<file path="src/rtl/hazard_sequencer_if.sv">
// rtl/hazard_sequencer_if.sv - ID-stage decode inputs and hazard control outputs
interface hazard_sequencer_if #(
    parameter int CNT_W = 16
);
    logic [4:0]       ID_Rs;
    logic [4:0]       ID_Rt;
    logic             ID_UsesRs;
    logic             ID_UsesRt;
    logic [4:0]       ID_Dest;
    logic             ID_RegWrite;
    logic             ID_Load;
    logic             ID_IsMul;
    logic             ID_Jump;
    logic             EX_BranchTaken;
    logic             PCWrite;
    logic             IFIDWrite;
    logic             IFIDFlush;
    logic             IDEXBubble;
    logic [1:0]       ForwardA;
    logic [1:0]       ForwardB;
    logic [CNT_W-1:0] StallCount;

    modport master (
        output ID_Rs, ID_Rt, ID_UsesRs, ID_UsesRt, ID_Dest, ID_RegWrite,
               ID_Load, ID_IsMul, ID_Jump, EX_BranchTaken,
        input  PCWrite, IFIDWrite, IFIDFlush, IDEXBubble, ForwardA, ForwardB,
               StallCount
    );

    modport slave (
        input  ID_Rs, ID_Rt, ID_UsesRs, ID_UsesRt, ID_Dest, ID_RegWrite,
               ID_Load, ID_IsMul, ID_Jump, EX_BranchTaken,
        output PCWrite, IFIDWrite, IFIDFlush, IDEXBubble, ForwardA, ForwardB,
               StallCount
    );
endinterface

</file>
<file path="src/rtl/hazard_sequencer.sv">
// rtl/hazard_sequencer.sv - ID-stage hazard scoreboard, stall/flush control and forward selects
module hazard_sequencer #(
    parameter int MUL_CYCLES = 3,
    parameter int CNT_W      = 16
) (
    input  logic              Clk,
    input  logic              Reset,
    hazard_sequencer_if.slave hz
);
    localparam logic [0:0] ST_RUN      = 1'b0;
    localparam logic [0:0] ST_MUL_WAIT = 1'b1;

    typedef struct packed {
        logic       v;
        logic [4:0] dst;
        logic       ld;
    } slot_t;

    slot_t            ex_q, ex_d, mem_q, mem_d, wb_q, wb_d;
    logic [0:0]       state_q, state_d;
    logic [3:0]       mcnt_q, mcnt_d;
    logic [1:0]       fwda_q, fwda_d, fwdb_q, fwdb_d;
    logic [CNT_W-1:0] cnt_q, cnt_d;

    logic load_use, in_mul, stall, issue, branch;

    function automatic logic match(input logic use_src, input logic [4:0] src, input slot_t s);
        return use_src && (src != 5'd0) && s.v && (s.dst == src);
    endfunction

    // A load still in ex never forwards from here: that case is a load-use stall instead.
    function automatic logic [1:0] fwd_sel(input logic use_src, input logic [4:0] src,
                                           input slot_t ex_s, input slot_t mem_s);
        if (match(use_src, src, ex_s) && !ex_s.ld)
            return 2'b01;
        else if (match(use_src, src, mem_s))
            return 2'b10;
        else
            return 2'b00;
    endfunction

    always_comb begin
        branch   = hz.EX_BranchTaken;
        load_use = ex_q.ld && (match(hz.ID_UsesRs, hz.ID_Rs, ex_q) ||
                               match(hz.ID_UsesRt, hz.ID_Rt, ex_q));
        in_mul   = (state_q == ST_MUL_WAIT);
        stall    = (load_use || in_mul) && !branch;
        issue    = !stall && !branch;

        hz.PCWrite    = !stall;
        hz.IFIDWrite  = !stall;
        hz.IFIDFlush  = branch || (hz.ID_Jump && !stall);
        hz.IDEXBubble = stall || branch;
        hz.ForwardA   = fwda_q;
        hz.ForwardB   = fwdb_q;
        hz.StallCount = cnt_q;
    end

    always_comb begin
        state_d = state_q;
        mcnt_d  = mcnt_q;
        ex_d    = '0;
        mem_d   = ex_q;
        wb_d    = mem_q;
        fwda_d  = 2'b00;
        fwdb_d  = 2'b00;
        cnt_d   = cnt_q;

        if (branch) begin
            state_d = ST_RUN;
            mcnt_d  = 4'd0;
        end else if (in_mul) begin
            // The mul keeps occupying ex; nothing new enters mem behind it.
            ex_d  = ex_q;
            mem_d = '0;
            if (mcnt_q == 4'd0)
                state_d = ST_RUN;
            else
                mcnt_d = mcnt_q - 4'd1;
        end else if (issue) begin
            ex_d.v   = hz.ID_RegWrite && (hz.ID_Dest != 5'd0);
            ex_d.dst = hz.ID_Dest;
            ex_d.ld  = hz.ID_Load;
            fwda_d   = fwd_sel(hz.ID_UsesRs, hz.ID_Rs, ex_q, mem_q);
            fwdb_d   = fwd_sel(hz.ID_UsesRt, hz.ID_Rt, ex_q, mem_q);
            if (hz.ID_IsMul && (MUL_CYCLES > 1)) begin
                state_d = ST_MUL_WAIT;
                mcnt_d  = 4'(MUL_CYCLES - 2);
            end
        end

        if (stall && (cnt_q != {CNT_W{1'b1}}))
            cnt_d = cnt_q + 1'b1;
    end

    always_ff @(posedge Clk) begin
        if (Reset) begin
            ex_q    <= '0;
            mem_q   <= '0;
            wb_q    <= '0;
            state_q <= ST_RUN;
            mcnt_q  <= 4'd0;
            fwda_q  <= 2'b00;
            fwdb_q  <= 2'b00;
            cnt_q   <= '0;
        end else begin
            ex_q    <= ex_d;
            mem_q   <= mem_d;
            wb_q    <= wb_d;
            state_q <= state_d;
            mcnt_q  <= mcnt_d;
            fwda_q  <= fwda_d;
            fwdb_q  <= fwdb_d;
            cnt_q   <= cnt_d;
        end
    end

    // wb is tracked for completeness; write-first regfile covers it, so it feeds nothing.
    logic wb_unused;
    assign wb_unused = ^wb_q;
endmodule

</file>
<file path="src/flat_wrapper.sv">
// flat-port wrapper written by rule: the top's interface ports become plain ports
module hazard_sequencer_flat 
#(
    parameter int MUL_CYCLES = 3,
    parameter int CNT_W      = 16
)
  (Clk, Reset, hz_ID_Rs, hz_ID_Rt, hz_ID_UsesRs, hz_ID_UsesRt, hz_ID_Dest, hz_ID_RegWrite, hz_ID_Load, hz_ID_IsMul, hz_ID_Jump, hz_EX_BranchTaken, hz_PCWrite, hz_IFIDWrite, hz_IFIDFlush, hz_IDEXBubble, hz_ForwardA, hz_ForwardB, hz_StallCount);
  hazard_sequencer_if #(.CNT_W(CNT_W)) hz_i ();
  input  logic Clk;
  input  logic Reset;
  input wire logic [$bits(hz_i.ID_Rs)-1:0] hz_ID_Rs;
  input wire logic [$bits(hz_i.ID_Rt)-1:0] hz_ID_Rt;
  input wire logic [$bits(hz_i.ID_UsesRs)-1:0] hz_ID_UsesRs;
  input wire logic [$bits(hz_i.ID_UsesRt)-1:0] hz_ID_UsesRt;
  input wire logic [$bits(hz_i.ID_Dest)-1:0] hz_ID_Dest;
  input wire logic [$bits(hz_i.ID_RegWrite)-1:0] hz_ID_RegWrite;
  input wire logic [$bits(hz_i.ID_Load)-1:0] hz_ID_Load;
  input wire logic [$bits(hz_i.ID_IsMul)-1:0] hz_ID_IsMul;
  input wire logic [$bits(hz_i.ID_Jump)-1:0] hz_ID_Jump;
  input wire logic [$bits(hz_i.EX_BranchTaken)-1:0] hz_EX_BranchTaken;
  output wire logic [$bits(hz_i.PCWrite)-1:0] hz_PCWrite;
  output wire logic [$bits(hz_i.IFIDWrite)-1:0] hz_IFIDWrite;
  output wire logic [$bits(hz_i.IFIDFlush)-1:0] hz_IFIDFlush;
  output wire logic [$bits(hz_i.IDEXBubble)-1:0] hz_IDEXBubble;
  output wire logic [$bits(hz_i.ForwardA)-1:0] hz_ForwardA;
  output wire logic [$bits(hz_i.ForwardB)-1:0] hz_ForwardB;
  output wire logic [$bits(hz_i.StallCount)-1:0] hz_StallCount;
  assign hz_i.ID_Rs = hz_ID_Rs;
  assign hz_i.ID_Rt = hz_ID_Rt;
  assign hz_i.ID_UsesRs = hz_ID_UsesRs;
  assign hz_i.ID_UsesRt = hz_ID_UsesRt;
  assign hz_i.ID_Dest = hz_ID_Dest;
  assign hz_i.ID_RegWrite = hz_ID_RegWrite;
  assign hz_i.ID_Load = hz_ID_Load;
  assign hz_i.ID_IsMul = hz_ID_IsMul;
  assign hz_i.ID_Jump = hz_ID_Jump;
  assign hz_i.EX_BranchTaken = hz_EX_BranchTaken;
  assign hz_PCWrite = hz_i.PCWrite;
  assign hz_IFIDWrite = hz_i.IFIDWrite;
  assign hz_IFIDFlush = hz_i.IFIDFlush;
  assign hz_IDEXBubble = hz_i.IDEXBubble;
  assign hz_ForwardA = hz_i.ForwardA;
  assign hz_ForwardB = hz_i.ForwardB;
  assign hz_StallCount = hz_i.StallCount;
  hazard_sequencer #(.MUL_CYCLES(MUL_CYCLES), .CNT_W(CNT_W)) u_core (.Clk(Clk), .Reset(Reset), .hz(hz_i));
endmodule
</file>
<file path="config.mk">
export PLATFORM = sky130hd
export DESIGN_NAME = hazard_sequencer_flat
export DESIGN_NICKNAME = d
export VERILOG_FILES = /design/src/rtl/hazard_sequencer_if.sv /design/src/rtl/hazard_sequencer.sv /design/src/flat_wrapper.sv
export SDC_FILE = /design/constraint.sdc
export NUM_CORES = 1
export LEC_CHECK = 0
export BUFFER_PORTS_ARGS = -buffer_cell sky130_fd_sc_hd__buf_2
export CAP_MARGIN = 20
export CELL_PAD_IN_SITES_DETAIL_PLACEMENT = 0
export CELL_PAD_IN_SITES_GLOBAL_PLACEMENT = 2
export CORE_AREA = 2 2 84 86
export DETAILED_ROUTE_END_ITERATION = 8
export DIE_AREA = 0 0 86 88
export GPL_TIMING_DRIVEN = 0
export HOLD_SLACK_MARGIN = 0.06
export PLACE_DENSITY = 0.89
export SYNTH_ARGS = -nofsm -noshare
export SYNTH_HDL_FRONTEND = slang
export SYNTH_SLANG_ARGS = --single-unit
</file>
<file path="constraint.sdc">
create_clock -name Clk -period 2.74 [get_ports Clk]
set_input_delay 0.274 -clock Clk [delete_from_list [all_inputs] [get_ports Clk]]
set_output_delay 0.274 -clock Clk [all_outputs]
set_load 0.005 [all_outputs]
</file>
==> impl_metrics.yaml <==
run_status:
  status: "completed"
timing:
  fin_setup_tns_ns: 0
  hold_viol_final: 0
  fin_crit_sh: 0.898
  rsz0062_at_grt: "no"
  slew_violations: 0
  max_freq_mhz: 407
  final.setup.worst_slack_ns: 0.281
  relSlewSlack: 0.597
  setup_violations: 0
  clock_skew_ns: 0.00318
  post-route-min-period_ns: 2.46
  tightest_slew_ns: 0.598
flow_run:
  max_cap_violations: 0
hold_path:
  hold_start: "hz_ID_IsMul"
  hp-class: "in2reg"
synth:
  ys_warn_count: 0
  ys_ff_latch: 38
  syn-num-nets: 252
  synth_cell_type_count: 49
  seq_area_frac_synth: 0.368
  netlist_area_um2: 2070
  post_synth.cell_area_avg_um2: 9.14
  synth_cells: 226
  async_flop_share: 0
  synth-edff-count: 0
  synth_flop_cell: "dfxtp_1"
cts:
  cts_setup_buffers: 0
  clock_path_buffers: 2
  cts.clk_slew.worst_paths_ns: 0.08
  htree_levels: 2
  holdBufCountCts: 0
  clk_latency_ns: 0.29
  ctsResizeCount: 0
  numCtsBuffers: 5
  cts.sinks: 38
  cts_root_buf: "clkbuf_8"
  cts_tree: "done"
layout:
  final_core_util: 0.379
  syn2layout_area_growth_pct: 21.7
  n_antenna_cell: 0
  final_nets: 306
  final_layout_size_suffix_gt1_frac: 0.263
  final_cell_area_um2: 2510
worst_setup_path:
  crit_fanout: 8
  crit_type: "reg2out"
  r2r_start: "u_core.ex_q[3]"
  cp.buffers_inverters: 1
  cp-end-kind: "primary output"
  critPathSlowestCell: "or3_4"
  crit_chain: "xnor2_1, nand4_1, or3_4, a21boi_4, nor2_1, a21o_1, buf_2"
  crit_start: "u_core.ex_q[3]"
  worstPathRequired_ns: 2.47
  cp-start-kind: "flop"
  max_stage_delay_ns: 0.44
  crit_family: "simple AND/OR/NAND/NOR gates"
  worstPathArrival_ns: 2.19
global_route:
  grt_pass1_wl_um: 8200
  grt_usage: 0.137
  grt_pass1_vias: 1730
  antenna_found_initial: 0
  grt.overflow.total: 0
  grt_start_max_net_pins: 14
placed_design:
  dp_slack_ns: 0.541
  dp_hpwl_um: 3810
  port_buffers: 47
  placed_area_um2: 2400
  globalplace.congestion: 0.802
floorplanning:
  row_count: 30
  chipWidth_um: 86
  die-area_um2: 7570
  design.core.area_um2: 6640
  initial_core_util: 0.311
  io_pins: 48
  die_y_um: 88
power:
  p_per_area_nw_per_um2: 456
  fin_total_pwr_mw: 1.15
  irDropWorstVdd_v: 0.000248
  leakage_nw: 1.01
route:
  drtAntennaViolNets: 0
  first_iter_violations: 38
  wl_um: 4860
  remaining_drc_errors: 0
  vias: 1839
  routedWlPerCell_um: 13.5
  via_per_inst: 5.09
  drtPass1Iterations: 4
flip-flops by register name, indices dropped and copies added (netlist names):
register and flops:
u_core.ex_q 7, u_core.hz.ForwardB 2, u_core.mem_q 6, u_core.in_mul 1, u_core.hz.ForwardA 2, u_core.hz.StallCount 16, u_core.mcnt_q 4
through the flow:
step                      std cells  hold WS (ns)
final                           361         0.180
after global routing            361         0.186
after CTS                       361         0.167
after detailed placement        353         0.456
after global placement          353         0.452
after floorplan                 226         0.370
metal layers:
layer / up-vias / global-route usage / routed length [um]
li1: 930 / - / -
met1: 869 / 0.180 / 2230
met2: 36 / 0.219 / 2330
met3: 4 / 0.0320 / 219
met4: 0 / 0.0534 / 69
met5: - / 0 / 0
layout by cell type, fill, tap and decap left out, types with 2 or more instances in the layout:
master	n
buf_2	47
dfxtp_1	38
nor2_1	22
xnor2_1	16
nor2b_1	13
nand2_1	10
a21oi_1	10
inv_1	8
nand4_1	8
o21ai_0	7
mux2_2	7
and2_1	7
nor3_1	6
a22o_1	6
mux2_1	6
nor4_1	5
clkbuf_8	5
clkbuf_1	4
nand3_1	4
o2111a_1	4
xor2_1	4
and3_1	3
a211oi_1	3
o2111ai_1	3
or3_4	2
or4_1	2
o211a_1	2
o211ai_1	2
ha_1	2
clkinvlp_4	2
report_power, final:
| part | total [mW] | switching (mW) | leakage (nW) | internal [mW] |
|---|---|---|---|---|
| logic | 0.103 | 0.0556 | 0.653 | 0.0469 |
| clock network | 0.475 | 0.205 | 0.0504 | 0.271 |
| registers | 0.569 | 0.00881 | 0.308 | 0.560 |
synth_stat cells (2+ instances only):
cell / number / area, um^2
a22o_1: 6 / 52.6
a211oi_1: 3 / 22.5
nor4_1: 5 / 31.3
o2111a_1: 4 / 45.0
and3_1: 3 / 18.8
clkbuf_1: 4 / 15.0
o21ai_0: 7 / 35.0
ha_1: 2 / 25.0
o2111ai_1: 3 / 26.3
mux2_2: 7 / 78.8
mux2_1: 6 / 67.6
nor2_1: 22 / 82.6
inv_1: 8 / 30.0
or3_4: 2 / 22.5
nor2b_1: 13 / 81.3
nor3_1: 6 / 30.0
o211ai_1: 2 / 15.0
o211a_1: 2 / 20.0
or4_1: 2 / 15.0
xnor2_1: 16 / 140
and2_1: 7 / 43.8
dfxtp_1: 38 / 761
nand4_1: 8 / 50.1
nand3_1: 4 / 20.0
a21oi_1: 10 / 50.1
nand2_1: 10 / 37.5
xor2_1: 4 / 35.0
final cells by class:
| cell class | count | area [um^2] |
|---|---|---|
| fillers | 678 | 4130 |
| plain buffers | 6 | 26.3 |
| clock buffers | 5 | 68.8 |
| repair buffers | 47 | 235 |
| clock inverters | 3 | 45.0 |
| multi-input cells | 174 | 1250 |
| inverters | 8 | 30.0 |
| well taps | 80 | 100 |
| flip-flops and latches | 38 | 761 |
path summary, 6_finish.rpt:
kind | end | slack (ns) | depth (start not counted)
worst min register to register | u_core.hz.ForwardA[1] | 0.46 | 1
worst min-delay path | u_core.mcnt_q[3] | 0.18 | 2
worst max-delay path | hz_IFIDFlush | 0.28 | 7
worst max register to register | u_core.hz.StallCount[11] | 0.53 | 6
cells by family (layout without fill, tap and decap cells):
family	count (synthesis)	count (layout)	synth area share
AOI/OAI and AO/OA	47	47	0.180
DFF	38	38	0.368
adders and majority gates	2	2	0.0121
muxes	14	14	0.0757
and+or+nand+nor	91	91	0.252
buffers and inverters	14	69	0.0273
xor gates and xnor gates	20	20	0.0848
Note: power is estimated with default switching activity, not from simulation.
